## src/rtl/fetch_unit.sv

```systemverilog
// fetch_unit -- instruction fetch stage of the multicycle CPU.
// Holds the PC and the instruction register, and fetches instruction words
// over a REQ/ACK handshake with instruction memory.
// Optional feature macro: FETCH_TIMEOUT_EN (bounds each fetch to TIMEOUT_CYC
// request cycles and raises a sticky FETCH_ERR on expiry).
module fetch_unit #(
   parameter int              PC_W        = 16,
   parameter logic [PC_W-1:0] RESET_PC    = '0,
   parameter int              TIMEOUT_CYC = 15
) (
   input  logic            CLK,
   input  logic            RST_F,
   input  logic            PC_SEL,
   input  logic            PC_WRITE,
   input  logic            PC_RST,
   input  logic            BR_SEL,
   output logic            IMEM_REQ,
   output logic [PC_W-1:0] IMEM_ADDR,
   input  logic [31:0]     IMEM_DATA,
   input  logic            IMEM_ACK,
   output logic [31:0]     INSTR,
   output logic [3:0]      OPCODE,
   output logic [3:0]      MM,
   output logic [PC_W-1:0] PC_OUT,
   output logic            INSTR_VALID,
   output logic            HALTED,
   output logic            FETCH_ERR
);

   typedef enum logic [1:0] {
      S_IDLE = 2'd0,
      S_REQ  = 2'd1,
      S_HOLD = 2'd2
   } state_t;

   localparam logic [3:0] OP_HLT = 4'hF;

   state_t          state_q;
   logic [PC_W-1:0] pc_q;
   logic [PC_W-1:0] pc_d;
   logic [31:0]     ir_q;
   logic            req_q;
   logic            valid_q;
   logic            halted_q;

`ifdef FETCH_TIMEOUT_EN
   localparam int CNT_W = $clog2(TIMEOUT_CYC + 1);
   logic [CNT_W-1:0] cnt_q;
   logic             err_q;
`endif

   // Next-PC selection. PC_W never exceeds 16, so truncating the sign-extended
   // 16-bit offset to PC_W bits is simply IR[PC_W-1:0]; the add wraps mod 2^PC_W.
   always_comb begin
      pc_d = pc_q + {{(PC_W-1){1'b0}}, 1'b1};
      if (PC_SEL) begin
         if (BR_SEL) begin
            pc_d = pc_q + ir_q[PC_W-1:0];
         end else begin
            pc_d = ir_q[PC_W-1:0];
         end
      end
   end

   // Fetch FSM with all state and handshake outputs registered.
   always_ff @(posedge CLK) begin
      if (!RST_F) begin
         state_q  <= S_IDLE;
         pc_q     <= RESET_PC;
         ir_q     <= '0;
         req_q    <= 1'b0;
         valid_q  <= 1'b0;
         halted_q <= 1'b0;
`ifdef FETCH_TIMEOUT_EN
         cnt_q    <= '0;
         err_q    <= 1'b0;
`endif
      end else if (PC_RST) begin
         // Soft reset: IR is kept, any in-flight ACK this cycle is dropped.
         state_q  <= S_REQ;
         pc_q     <= RESET_PC;
         req_q    <= 1'b1;
         valid_q  <= 1'b0;
         halted_q <= 1'b0;
`ifdef FETCH_TIMEOUT_EN
         cnt_q    <= '0;
         err_q    <= 1'b0;
`endif
      end else begin
         case (state_q)
            S_IDLE: begin
               state_q <= S_REQ;
               req_q   <= 1'b1;
`ifdef FETCH_TIMEOUT_EN
               cnt_q   <= '0;
`endif
            end
            S_REQ: begin
               if (IMEM_ACK) begin
                  ir_q    <= IMEM_DATA;
                  valid_q <= 1'b1;
                  req_q   <= 1'b0;
                  state_q <= S_HOLD;
                  if (IMEM_DATA[31:28] == OP_HLT) begin
                     halted_q <= 1'b1;
                  end
`ifdef FETCH_TIMEOUT_EN
               end else if (cnt_q == CNT_W'(TIMEOUT_CYC - 1)) begin
                  // Memory never answered: park on a NOOP and flag the error.
                  ir_q    <= '0;
                  req_q   <= 1'b0;
                  err_q   <= 1'b1;
                  state_q <= S_HOLD;
               end else begin
                  cnt_q <= cnt_q + CNT_W'(1);
`endif
               end
            end
            S_HOLD: begin
               if (PC_WRITE && !halted_q) begin
                  pc_q    <= pc_d;
                  valid_q <= 1'b0;
                  req_q   <= 1'b1;
                  state_q <= S_REQ;
`ifdef FETCH_TIMEOUT_EN
                  cnt_q   <= '0;
`endif
               end
            end
            default: begin
               state_q <= S_IDLE;
               req_q   <= 1'b0;
            end
         endcase
      end
   end

   assign IMEM_REQ    = req_q;
   assign IMEM_ADDR   = pc_q;
   assign INSTR       = ir_q;
   assign OPCODE      = ir_q[31:28];
   assign MM          = ir_q[27:24];
   assign PC_OUT      = pc_q;
   assign INSTR_VALID = valid_q;
   assign HALTED      = halted_q;
`ifdef FETCH_TIMEOUT_EN
   assign FETCH_ERR   = err_q;
`else
   assign FETCH_ERR   = 1'b0;
`endif

endmodule
```

## config.mk

```make
export PLATFORM = sky130hd
export DESIGN_NAME = fetch_unit
export DESIGN_NICKNAME = d
export VERILOG_FILES = /design/src/rtl/fetch_unit.sv
export SDC_FILE = /design/constraint.sdc
export NUM_CORES = 1
export LEC_CHECK = 0
export ABC_AREA = 1
export ABC_CLOCK_PERIOD_IN_PS = 1950
export BUFFER_PORTS_ARGS = -buffer_cell sky130_fd_sc_hd__buf_2
export CORE_MARGIN = 3
export CORE_UTILIZATION = 51
export CTS_CLUSTER_SIZE = 40
export DETAILED_ROUTE_END_ITERATION = 6
export PLACE_DENSITY = 0.8
export SLEW_MARGIN = 10
export SYNTH_ARGS = -nofsm -noshare
export SYNTH_HDL_FRONTEND = slang
export SYNTH_SLANG_ARGS = --single-unit
```

## constraint.sdc

```tcl
create_clock -name CLK -period 1.95 [get_ports CLK]
set_input_delay 0.39 -clock CLK [delete_from_list [all_inputs] [get_ports CLK]]
set_output_delay 0.39 -clock CLK [all_outputs]
set_load 0.02 [all_outputs]
```

==> impl_metrics.yaml <==
power_and_ir_drop:
  p_int_mw: 1.509
  p_comb_frac: 0.175
  power.net_switching_uw: 628.4
  switching_share: 0.2940
  ir_worst_vdd_uv: 392.6
  leakage_nw: 2.283
  seq_power_share: 0.538
  power.share.clock: 0.287
  powerDensity_nw_per_um2: 510.6
grt:
  grt_pass1_vias: 3419
  grt_overflow_total: 0
  grt_max_degree: 35
  antenna_found_initial: 0
  grt_pass1_wl_um: 15390
  grt_use_total: 0.2448
synthesis:
  syn_nets: 591
  yosys.area.top_type_share: 0.3045
  syn_inst: 535
  syn-cell-area_sq_um: 3485
  yosysUniqueCellTypes: 38
  ys_top_cells_by_area: "dfxtp_1 (30%), nor2_1 (12%), nand2_1 (9.0%)"
  yosysWarnings: 0
  yosys.area.top_type: "dfxtp_1"
  synth_area_per_cell_sq_um: 6.513
  yosysSeqAreaShare: 0.3045
  ys_ff_latch: 53
floorplan:
  die_w_um: 88.66
  fp.coreArea_sq_um: 6495
  start_util: 0.5365
  die_h_um: 88.66
  num_io_pins: 115
  die-area_sq_um: 7861
  rows: 29
clocking:
  cts_setup_buffers: 0
  ctsResizeCount: 0
  clk_path_buf_depth: 2
  htree_levels: 2
  numCtsBuffers: 5
  worstSkewPairLatency_ps: 300
  cts-root-buf: "clkbuf_8"
  holdBufCountCts: 0
  clkSinkCount: 53
  cts.reportedPaths.clkPinSlew_ps: 100
  cts_tree: "done"
detailed_routing:
  wl_um: 9517
  dr.pass1.iters: 5
  drc: 0
  vias: 3735
  wl_per_cell_um: 13.27
  drtAntennaViolNets: 0
  via_per_inst: 5.209
  drt_iter0_drc: 256
critical_path:
  critical_path_required_ps: 2150
  worst_r2r_endpoint: "IMEM_ADDR[12]"
  critPathLaunch: "IMEM_ADDR[0]"
  timing.critical_path.to: "IMEM_ADDR[12]"
  rr_worst_depth: 12
  critPathLaunchType: "register"
  path_max_fanout: 3
  r2r_slack_ps: 130
  worstSetupPathType: "reg2reg"
  crit_path_end_kind: "register"
  regToRegStartpoint: "IMEM_ADDR[0]"
  worst_ep_arrival_time_ps: 2020
timing:
  max_freq_mhz: 549.6
  finalHoldViolCount: 0
  setup-violations-final: 0
  slew_viol_final: 0
  period_needed_ps: 1819
  skew_ps: 5.566
  holdWs_ps: 298.2
  finalCritPeriodShare: 0.9330
cells_and_area:
  final_common_cell: "buf_2"
  antennaDiodeCount: 0
  drive_gt1_frac: 0.2625
  area.sequential_sq_um: 1062
  multi_input_area_sq_um: 1987
  final_cell_area_sq_um: 4187
  final_cell_mix: "buf_2 (113), nor2_1 (109), nand2_1 (81), o21ai_0 (60), dfxtp_1 (52)"
  num-fill-cells: 602
  num-nets-final: 696
  syn_to_final_growth_pct: 20.14
min_path:
  min_path_type: "in2reg"
flow_run:
  cap_violations: 0
placement:
  placed_cell_area_sq_um: 4090
  gp_congestion: 0.9597
  hpwl_um: 7329
  portBuffers: 113
outcome:
  status: "finished clean"
worst max-delay path, cell delays in order, from the launching register on:
cell and delay [ps]:
dfxtp_1 330, ha_1 220, fa_2 360, nand2_2 100
nand2_1 60, nand2_1 70, nand2_2 70, nand3_1 70
nand3_1 90, nand2_1 70, nand2_1 50, o21ai_1 150
a21oi_1 80
cells in the mapped netlist:
cell type  count
nor2_1       109
nand2_1       84
o21ai_0       61
dfxtp_1       53
inv_1         46
a21oi_1       43
nand3_1       26
buf_4         25
ha_1          16
buf_2          8
clkbuf_1       8
xnor2_1        8
xor2_1         7
nor3_1         5
a31oi_1        4
nand2_2        4
nor2_2         3
clkinv_1       2
nand4_1        2
nor2_4         2
o211ai_1       2
a21o_1         1
a21oi_2        1
and2_1         1
buf_1          1
clkbuf_2       1
conb_1         1
fa_1           1
inv_2          1
nand3_2        1
nand3_4        1
nor3_2         1
nor4_1         1
o21a_1         1
o21ai_1        1
o21bai_1       1
o22ai_1        1
or2_2          1
worst min path at each step:
| stage | slack [ps] | depth (start not counted) | startpoint | endpoint |
|---|---|---|---|---|
| finish | 300 | 3 | IMEM_DATA[26] | INSTR[26] |
| global route | 300 | 3 | IMEM_DATA[8] | INSTR[8] |
| CTS | 290 | 3 | IMEM_DATA[25] | INSTR[25] |
| detailed placement | 450 | 2 | IMEM_REQ | IMEM_REQ |
| global placement | 450 | 2 | IMEM_REQ | IMEM_REQ |
| floorplan | 520 | 2 | state_q[1] | state_q[1] |
area by class of cell:
type | instances | share of cell area
Sequential cell | 53 | 0.2537
Clock inverter | 1 | 0.002092
Inverter | 49 | 0.04393
Multi-Input combinational cell | 390 | 0.4746
Tap cell | 77 | 0.02301
Timing Repair Buffer | 141 | 0.1853
Clock buffer | 6 | 0.01733
logic make-up (layout without fill, tap and decap cells):
kind of cell,Yosys count,after routing,synth area share
AND/OR/NAND/NOR,241,241,0.2912
flip-flops,53,53,0.3045
AO/OA/AOI/OAI,116,116,0.1731
buffers and inverters,92,197,0.1293
other,1,1,0.001076
XOR/XNOR,15,15,0.03770
adder cells (fa/ha/maj),17,17,0.06320
power by group through the flow:
stage	sequential (mW)	clock [mW]	combinational [mW]
after floorplan	1.22	0	0.189
after global placement	1.17	0	0.365
after detailed placement	1.17	0	0.372
after CTS	1.15	0.623	0.373
after global routing	1.16	0.657	0.416
final	1.15	0.613	0.373
per-stage QoR:
step / utilization / TNS (ps) / cells / setup WS (ps) / power, mW
finish: 0.6446 / 0 / 717 / 130.6 / 2.138
global route: 0.6446 / -5.943 / 717 / -5.943 / 2.230
CTS: 0.6423 / 0 / 717 / 7.454 / 2.146
detailed placement: 0.6297 / 0 / 710 / 25.63 / 1.546
global placement: 0.6297 / 0 / 710 / 117.6 / 1.538
floorplan: - / 0 / 535 / 61.02 / 1.409
per-layer routing:
metal  GRT usage  up-vias  part of all wire  routed length (um)
met5           0        -                 0                   0
met4     0.07692        0             0.015                 140
met3     0.07821       14             0.096                 909
met2      0.3698      147              0.44                4160
met1      0.3318     1657              0.45                4307
li1            -     1917                 -                   -
registers in the layout (all words and copies together) (netlist names):
| register | flops |
|---|---|
| HALTED | 1 |
| IMEM_REQ | 1 |
| state_q | 2 |
| INSTR_VALID | 1 |
| INSTR | 32 |
| IMEM_ADDR | 16 |
No activity file was read; power rests on OpenSTA's default activity.
